## src/rtl/alu181_arbiter.sv

```systemverilog
// alu181_arbiter: round-robin sharing of one external ALU181 datapath between
// NREQ requesters. One operation in flight: IDLE -> ISSUE -> CAPTURE -> RESP.
module alu181_arbiter #(
   parameter int unsigned WIDTH = 8,
   parameter int unsigned SELW  = 6,
   parameter int unsigned NREQ  = 2,
   parameter int unsigned IDW   = 1
) (
   input  logic                   clk,
   input  logic                   rst,
   input  logic [NREQ-1:0]        req_valid,
   output logic [NREQ-1:0]        req_ready,
   input  logic [NREQ*WIDTH-1:0]  req_a,
   input  logic [NREQ*WIDTH-1:0]  req_b,
   input  logic [NREQ*SELW-1:0]   req_sel,
   output logic [WIDTH-1:0]       alu_a,
   output logic [WIDTH-1:0]       alu_b,
   output logic [SELW-1:0]        alu_sel,
   input  logic [WIDTH-1:0]       alu_f,
   output logic                   rsp_valid,
   input  logic                   rsp_ready,
   output logic [WIDTH-1:0]       rsp_data,
   output logic [IDW-1:0]         rsp_id,
   output logic                   busy
);

   typedef enum logic [1:0] {
      IDLE    = 2'd0,
      ISSUE   = 2'd1,
      CAPTURE = 2'd2,
      RESP    = 2'd3
   } state_t;

   state_t             state_q;
   logic [IDW-1:0]     last_grant_q;
   logic [IDW-1:0]     id_q;
   logic [WIDTH-1:0]   alu_a_q;
   logic [WIDTH-1:0]   alu_b_q;
   logic [SELW-1:0]    alu_sel_q;
   logic               rsp_valid_q;
   logic [WIDTH-1:0]   rsp_data_q;
   logic [IDW-1:0]     rsp_id_q;

   logic               grant_vld;
   logic [IDW-1:0]     grant_idx;
   logic               hi_vld;
   logic [IDW-1:0]     hi_idx;
   logic [IDW-1:0]     lo_idx;
   logic [WIDTH-1:0]   a_sel;
   logic [WIDTH-1:0]   b_sel;
   logic [SELW-1:0]    s_sel;

   // Round-robin pick: lowest valid index above last_grant, else lowest valid index overall.
   always_comb begin
      grant_vld = 1'b0;
      hi_vld    = 1'b0;
      hi_idx    = '0;
      lo_idx    = '0;
      for (int i = NREQ - 1; i >= 0; i--) begin
         if (req_valid[i]) begin
            grant_vld = 1'b1;
            lo_idx    = IDW'(i);
            if (IDW'(i) > last_grant_q) begin
               hi_vld = 1'b1;
               hi_idx = IDW'(i);
            end
         end
      end
      grant_idx = hi_vld ? hi_idx : lo_idx;
   end

   // Operand mux for the granted requester, plus the one-hot accept (IDLE only).
   always_comb begin
      a_sel     = '0;
      b_sel     = '0;
      s_sel     = '0;
      req_ready = '0;
      for (int i = 0; i < NREQ; i++) begin
         if (grant_idx == IDW'(i)) begin
            a_sel        = req_a[i*WIDTH +: WIDTH];
            b_sel        = req_b[i*WIDTH +: WIDTH];
            s_sel        = req_sel[i*SELW +: SELW];
            req_ready[i] = (state_q == IDLE) && grant_vld;
         end
      end
   end

   // Operation sequencer: latch operands, let the ALU settle, capture F, hold response.
   always_ff @(posedge clk or posedge rst) begin
      if (rst) begin
         state_q      <= IDLE;
         last_grant_q <= IDW'(NREQ - 1);
         id_q         <= '0;
         alu_a_q      <= '0;
         alu_b_q      <= '0;
         alu_sel_q    <= '0;
         rsp_valid_q  <= 1'b0;
         rsp_data_q   <= '0;
         rsp_id_q     <= '0;
      end else begin
         case (state_q)
            IDLE: begin
               if (grant_vld) begin
                  alu_a_q      <= a_sel;
                  alu_b_q      <= b_sel;
                  alu_sel_q    <= s_sel;
                  id_q         <= grant_idx;
                  last_grant_q <= grant_idx;
                  state_q      <= ISSUE;
               end
            end
            ISSUE: begin
               state_q <= CAPTURE;
            end
            CAPTURE: begin
               rsp_data_q  <= alu_f;
               rsp_id_q    <= id_q;
               rsp_valid_q <= 1'b1;
               state_q     <= RESP;
            end
            RESP: begin
               if (rsp_ready) begin
                  rsp_valid_q <= 1'b0;
                  state_q     <= IDLE;
               end
            end
            default: state_q <= IDLE;
         endcase
      end
   end

   assign alu_a     = alu_a_q;
   assign alu_b     = alu_b_q;
   assign alu_sel   = alu_sel_q;
   assign rsp_valid = rsp_valid_q;
   assign rsp_data  = rsp_data_q;
   assign rsp_id    = rsp_id_q;
   assign busy      = (state_q != IDLE);

endmodule
```

## config.mk

```make
export PLATFORM = sky130hd
export DESIGN_NAME = alu181_arbiter
export DESIGN_NICKNAME = d
export VERILOG_FILES = /design/src/rtl/alu181_arbiter.sv
export SDC_FILE = /design/constraint.sdc
export NUM_CORES = 1
export LEC_CHECK = 0
export CAP_MARGIN = 5
export CORE_MARGIN = 4
export CORE_UTILIZATION = 42
export CTS_BUF_LIST = sky130_fd_sc_hd__clkbuf_8
export DETAILED_ROUTE_END_ITERATION = 8
export PLACE_DENSITY_LB_ADDON = 0.15
export SLEW_MARGIN = 20
export SYNTH_ARGS = -nofsm -noshare
export SYNTH_HDL_FRONTEND = slang
export SYNTH_SLANG_ARGS = --single-unit
```

## constraint.sdc

```tcl
create_clock -name clk -period 3.15 [get_ports clk]
set_input_delay 0.63 -clock clk [delete_from_list [all_inputs] [get_ports clk]]
set_output_delay 0.63 -clock clk [all_outputs]
set_load 0.01 [all_outputs]
```

After elaboration in Yosys (flattened, before gate mapping)
Cells that the tools add are included.

storage, ports and cells
  bits in registers = 36
  input port bits = 57

operators by class
  order comparisons = 2
  equality and inequality tests = 5
  multiplexer cells = 20
  reduce and logical (&&, ||, !) cells = 7

operators by type and width
  operator                                              count
  2-to-1 mux 8 bit                                      2
  2-to-1 mux 1 bit                                      13
  case mux 2 bit (4 select lines)                       1
  2-to-1 mux 6 bit                                      1
  AND reduction 2 bit                                   3
  equality test 2 bit (second input constant)           2
  2-to-1 mux 2 bit                                      2
  != test 2 bit (second input constant)                 2
  nonzero test 2 bit                                    2
  equality test 2 x 1 -> 1 bit (second input constant)  1
  > comparator 1 bit (first input constant)             2
  zero test 2 bit                                       1
  case mux 1 bit (2 select lines)                       1
  logical AND 1 bit                                     1

Logic depth before layout (Yosys ltp)
  depth after elaboration = 7
  depth in mapped cells = 6
  mapped depth without buffers = 5

Least setup slack after synthesis
No wires, ideal clock.

  kind = flip-flop to output port
  from = reg state_q[0]
  to = out req_ready[1]
  arrival = 1.166 ns
  slack = 1.354 ns
  cell stages (with the launch flop) = 6
  path buffers = 1
  path through = dfrtp_1 -> inv_1 -> ha_1 -> nand2_1 -> a21oi_2 -> buf_4

on the way
  word-level cells in the longest chain between the ends = 3

RTL lines
  what                      line  source
  start: declaration        34    state_t state_q;
  start signal: assignment  91    state_q <= IDLE;
  start signal: assignment  109   state_q <= ISSUE;
  start signal: assignment  113   state_q <= CAPTURE;
  zero test 2 bit           83    req_ready[i] = (state_q == IDLE) && grant_vld;
  logical AND 1 bit         83
  2-to-1 mux 1 bit          79    if (grant_idx == IDW'(i)) begin
  end: declaration          12    output logic [NREQ-1:0] req_ready,

Every way passes these cells.

Final worst setup path
  from = in req_valid[1]
  to = out req_ready[1]

on the way
  word-level cells in the longest chain between the ends = 5
  elaborated cells between the ends (all ways) = 11

RTL lines
  what                  line  source
  start: declaration    11    input logic [NREQ-1:0] req_valid,
  2-to-1 mux 1 bit      60    if (req_valid[i]) begin
  2-to-1 mux 1 bit      63    if (IDW'(i) > last_grant_q) begin
  2-to-1 mux 1 bit      60
  2-to-1 mux 1 bit      69    grant_idx = hi_vld ? hi_idx : lo_idx;
  2-to-1 mux 1 bit (*)  79

Mark *: on every way between the ends. The rest lies on a longest branch, timed or not.

==> results.cfg <==
[outcome]
status = completed

[floorplan]
dieArea_um2 = 4780
ios = 92
core_area_um2 = 3470
die_h_um = 69.2
rows = 21
start_util = 0.453
die_w_um = 69.2

[timing]
hold_ws_ns = 0.475
period_minus_slack_ns = 2.66
slew_headroom = 0.469
fin_ws_ns = 0.492
skew_ns = 0.00254
setup_violations = 0
max_clock_freq_mhz = 376
tightest_slew_ns = 0.796
rsz0062_at_grt = no
slew_viol_final = 0
fin_crit_sh = 0.844
hold_violations = 0
setup_tns_ns = 0

[clock_tree]
cts.path.max_buffers = 2
clock_sinks = 36
cts_tree = built
cts_buffers = 5
post-cts-setup-buffers = 0
cts_resized = 0
h-tree-depth = 2
clkLatencyLatePin_ns = 0.28
postCtsHoldBufs = 0
cts.clk_slew.worst_paths_ns = 0.07
root_buffer = clkbuf_8

[route]
avgRoutedWirePerCell_um = 16.5
drt_wl_total_um = 4300
first_pass_iters = 4
ant_nets = 0
drt_iter0_drc = 29
num_vias = 1312
route.detailed.drc = 0
avgViaCountPerCell = 5.05

[grt]
grt_max_degree = 37
grt_pass1_wl_um = 7150
grt_use_total = 0.186
grt_overflow = 0
antenna_found_initial = 0
grt_pass1_vias = 1477

[synth]
ys_warn_count = 0
synthesis.area_um2 = 1570
syn_area_per_cell_um2 = 13.2
synthTopCellsByArea = dfrtp_1 (56%), a221o_1 (14%), and2_0 (8.4%)
synthesis.nets = 180
synth_ff_type = dfrtp_1
ys_async_sr_fraction = 1.00
synth_area_leader_cell = dfrtp_1
yosys.area.top_type_share = 0.557
ys_types = 19
synth-edff-count = 0
synth-seq-cells = 36
synth_cells = 119
ys_seq_area_frac = 0.574

[worst_setup_path]
crit_chain = clkdlybuf4s50_1 -> nand2_1 -> a21oi_2 -> clkdlybuf4s50_1
cp_max_fo = 4
path_common_cell = clkdlybuf4s50_1
start_kind = primary input
worstSetupPathType = in2out
critPathMaxStageDelay_ns = 0.58
slowest_stage = clkdlybuf4s50_1
cp.arrival_ns = 2.03
required_ns = 2.52
cp.buffers_inverters = 2
end_kind = output pin
path_delay_family = buffers and inverters

[power_and_ir_drop]
leakage_nw = 1.11
power_density_nw_per_um2 = 906
ir_worst_vdd_v = 0.000484

[placed_design]
io_buffer_count = 91
dp_cells = 252
pre_cts_ws_ns = 0.499
place.gp.congestion = 0.778
dp_hpwl_um = 3180

[final_layout]
drive_gt1_frac = 0.107
fin_nets = 274
stdcell_count = 260
fin_util = 0.753
antenna_cells = 0
area_growth_pct = 66.2
fill_cells = 241

[flow_run]
max-cap-violations = 0

[min_path]
min_path_type = reg2reg
==> layout make-up <==
class / instances / area, um^2 / share of cell area
timing repair buffer: 94 / 933 / 0.357
sequential: 36 / 902 / 0.345
multi-input combinational: 70 / 607 / 0.232
clock buffer: 6 / 82.6 / 0.0316
tap: 46 / 57.6 / 0.0220
inverter: 6 / 22.5 / 0.00862
clock inverter: 2 / 7.51 / 0.00287
==> stage by stage <==
stage | area [um^2] | power [mW]
after floorplan | 1570 | 1.44
after global placement | 2520 | 2.01
after detailed placement | 2520 | 2.06
after CTS | 2610 | 2.40
after global routing | 2610 | 2.53
final | 2610 | 2.37
==> report_power, final <==
| group | internal (mW) | switching, mW |
|---|---|---|
| clock | 0.172 | 0.156 |
| sequential | 0.697 | 0.120 |
| combinational | 0.739 | 0.484 |
| total | 1.61 | 0.760 |
==> state kept, by name, summed over array words and instances, names as in the netlist <==
name	count
alu_a	8
alu_b	8
alu_sel	6
id_q	1
last_grant_q	1
rsp_data	8
rsp_id	1
rsp_valid	1
state_q	2
==> layer usage <==
layer	track usage	wire, um	part of all wire	up-vias
li1	-	-	-	621
met1	0.222	1780	0.42	630
met2	0.316	2140	0.50	56
met3	0.0623	335	0.078	5
met4	0.0586	38	0.0088	0
met5	0	0	0	-
==> final timing paths <==
path	startpoint	end	slack [ns]	cells past startpoint
setup / recovery	req_valid[1]	req_ready[1]	0.49	4
hold / removal	id_q$_DFFE_PP0P_	id_q$_DFFE_PP0P_	0.47	1
setup reg to reg	state_q[0]$_DFFE_PP0P_	alu_a[1]$_DFFE_PP0P_	1.48	5
hold reg to reg	id_q$_DFFE_PP0P_	id_q$_DFFE_PP0P_	0.47	1
max in group asynchronous	rst	last_grant_q$_DFFE_PP1P_	2.05	3
min in group asynchronous	rst	alu_sel[4]$_DFFE_PP0P_	0.75	3
==> Yosys cell counts (2+ instances only) <==
cell type	n
dfrtp_1	35
a221o_1	22
and2_0	21
mux2_2	9
inv_1	6
buf_2	5
ha_1	4
a21o_1	2
a21oi_1	2
a21oi_2	2
buf_4	2
nand2_1	2
==> logic make-up after synthesis <==
family | synth area share
AND/OR/NAND/NOR | 0.0947
flip-flops | 0.574
buffers and inverters | 0.0398
multiplexers | 0.0804
adder cells (fa/ha/maj) | 0.0318
AO/OA/AOI/OAI | 0.179
==> worst reg2reg max path: stages, from the launching register on <==
cell and delay (ns):
dfrtp_1 0.38, inv_1 0.13, ha_1 0.25, o21ai_2 0.26, and2_0 0.27, a221o_1 0.27
==> cells in the final DEF (no fill, tap or decap), drive strengths merged <==
master         count
o21ai              1
dfstp              1
mux2              10
nor2               1
inv                8
buf                3
mux2i              1
dfrtp             35
a21oi              4
clkdlybuf4s50     91
a221o             22
nand2              2
o32a               1
ha                 4
a21o               2
and2              22
clkbuf             6
Note: power is estimated with default switching activity, not from simulation.
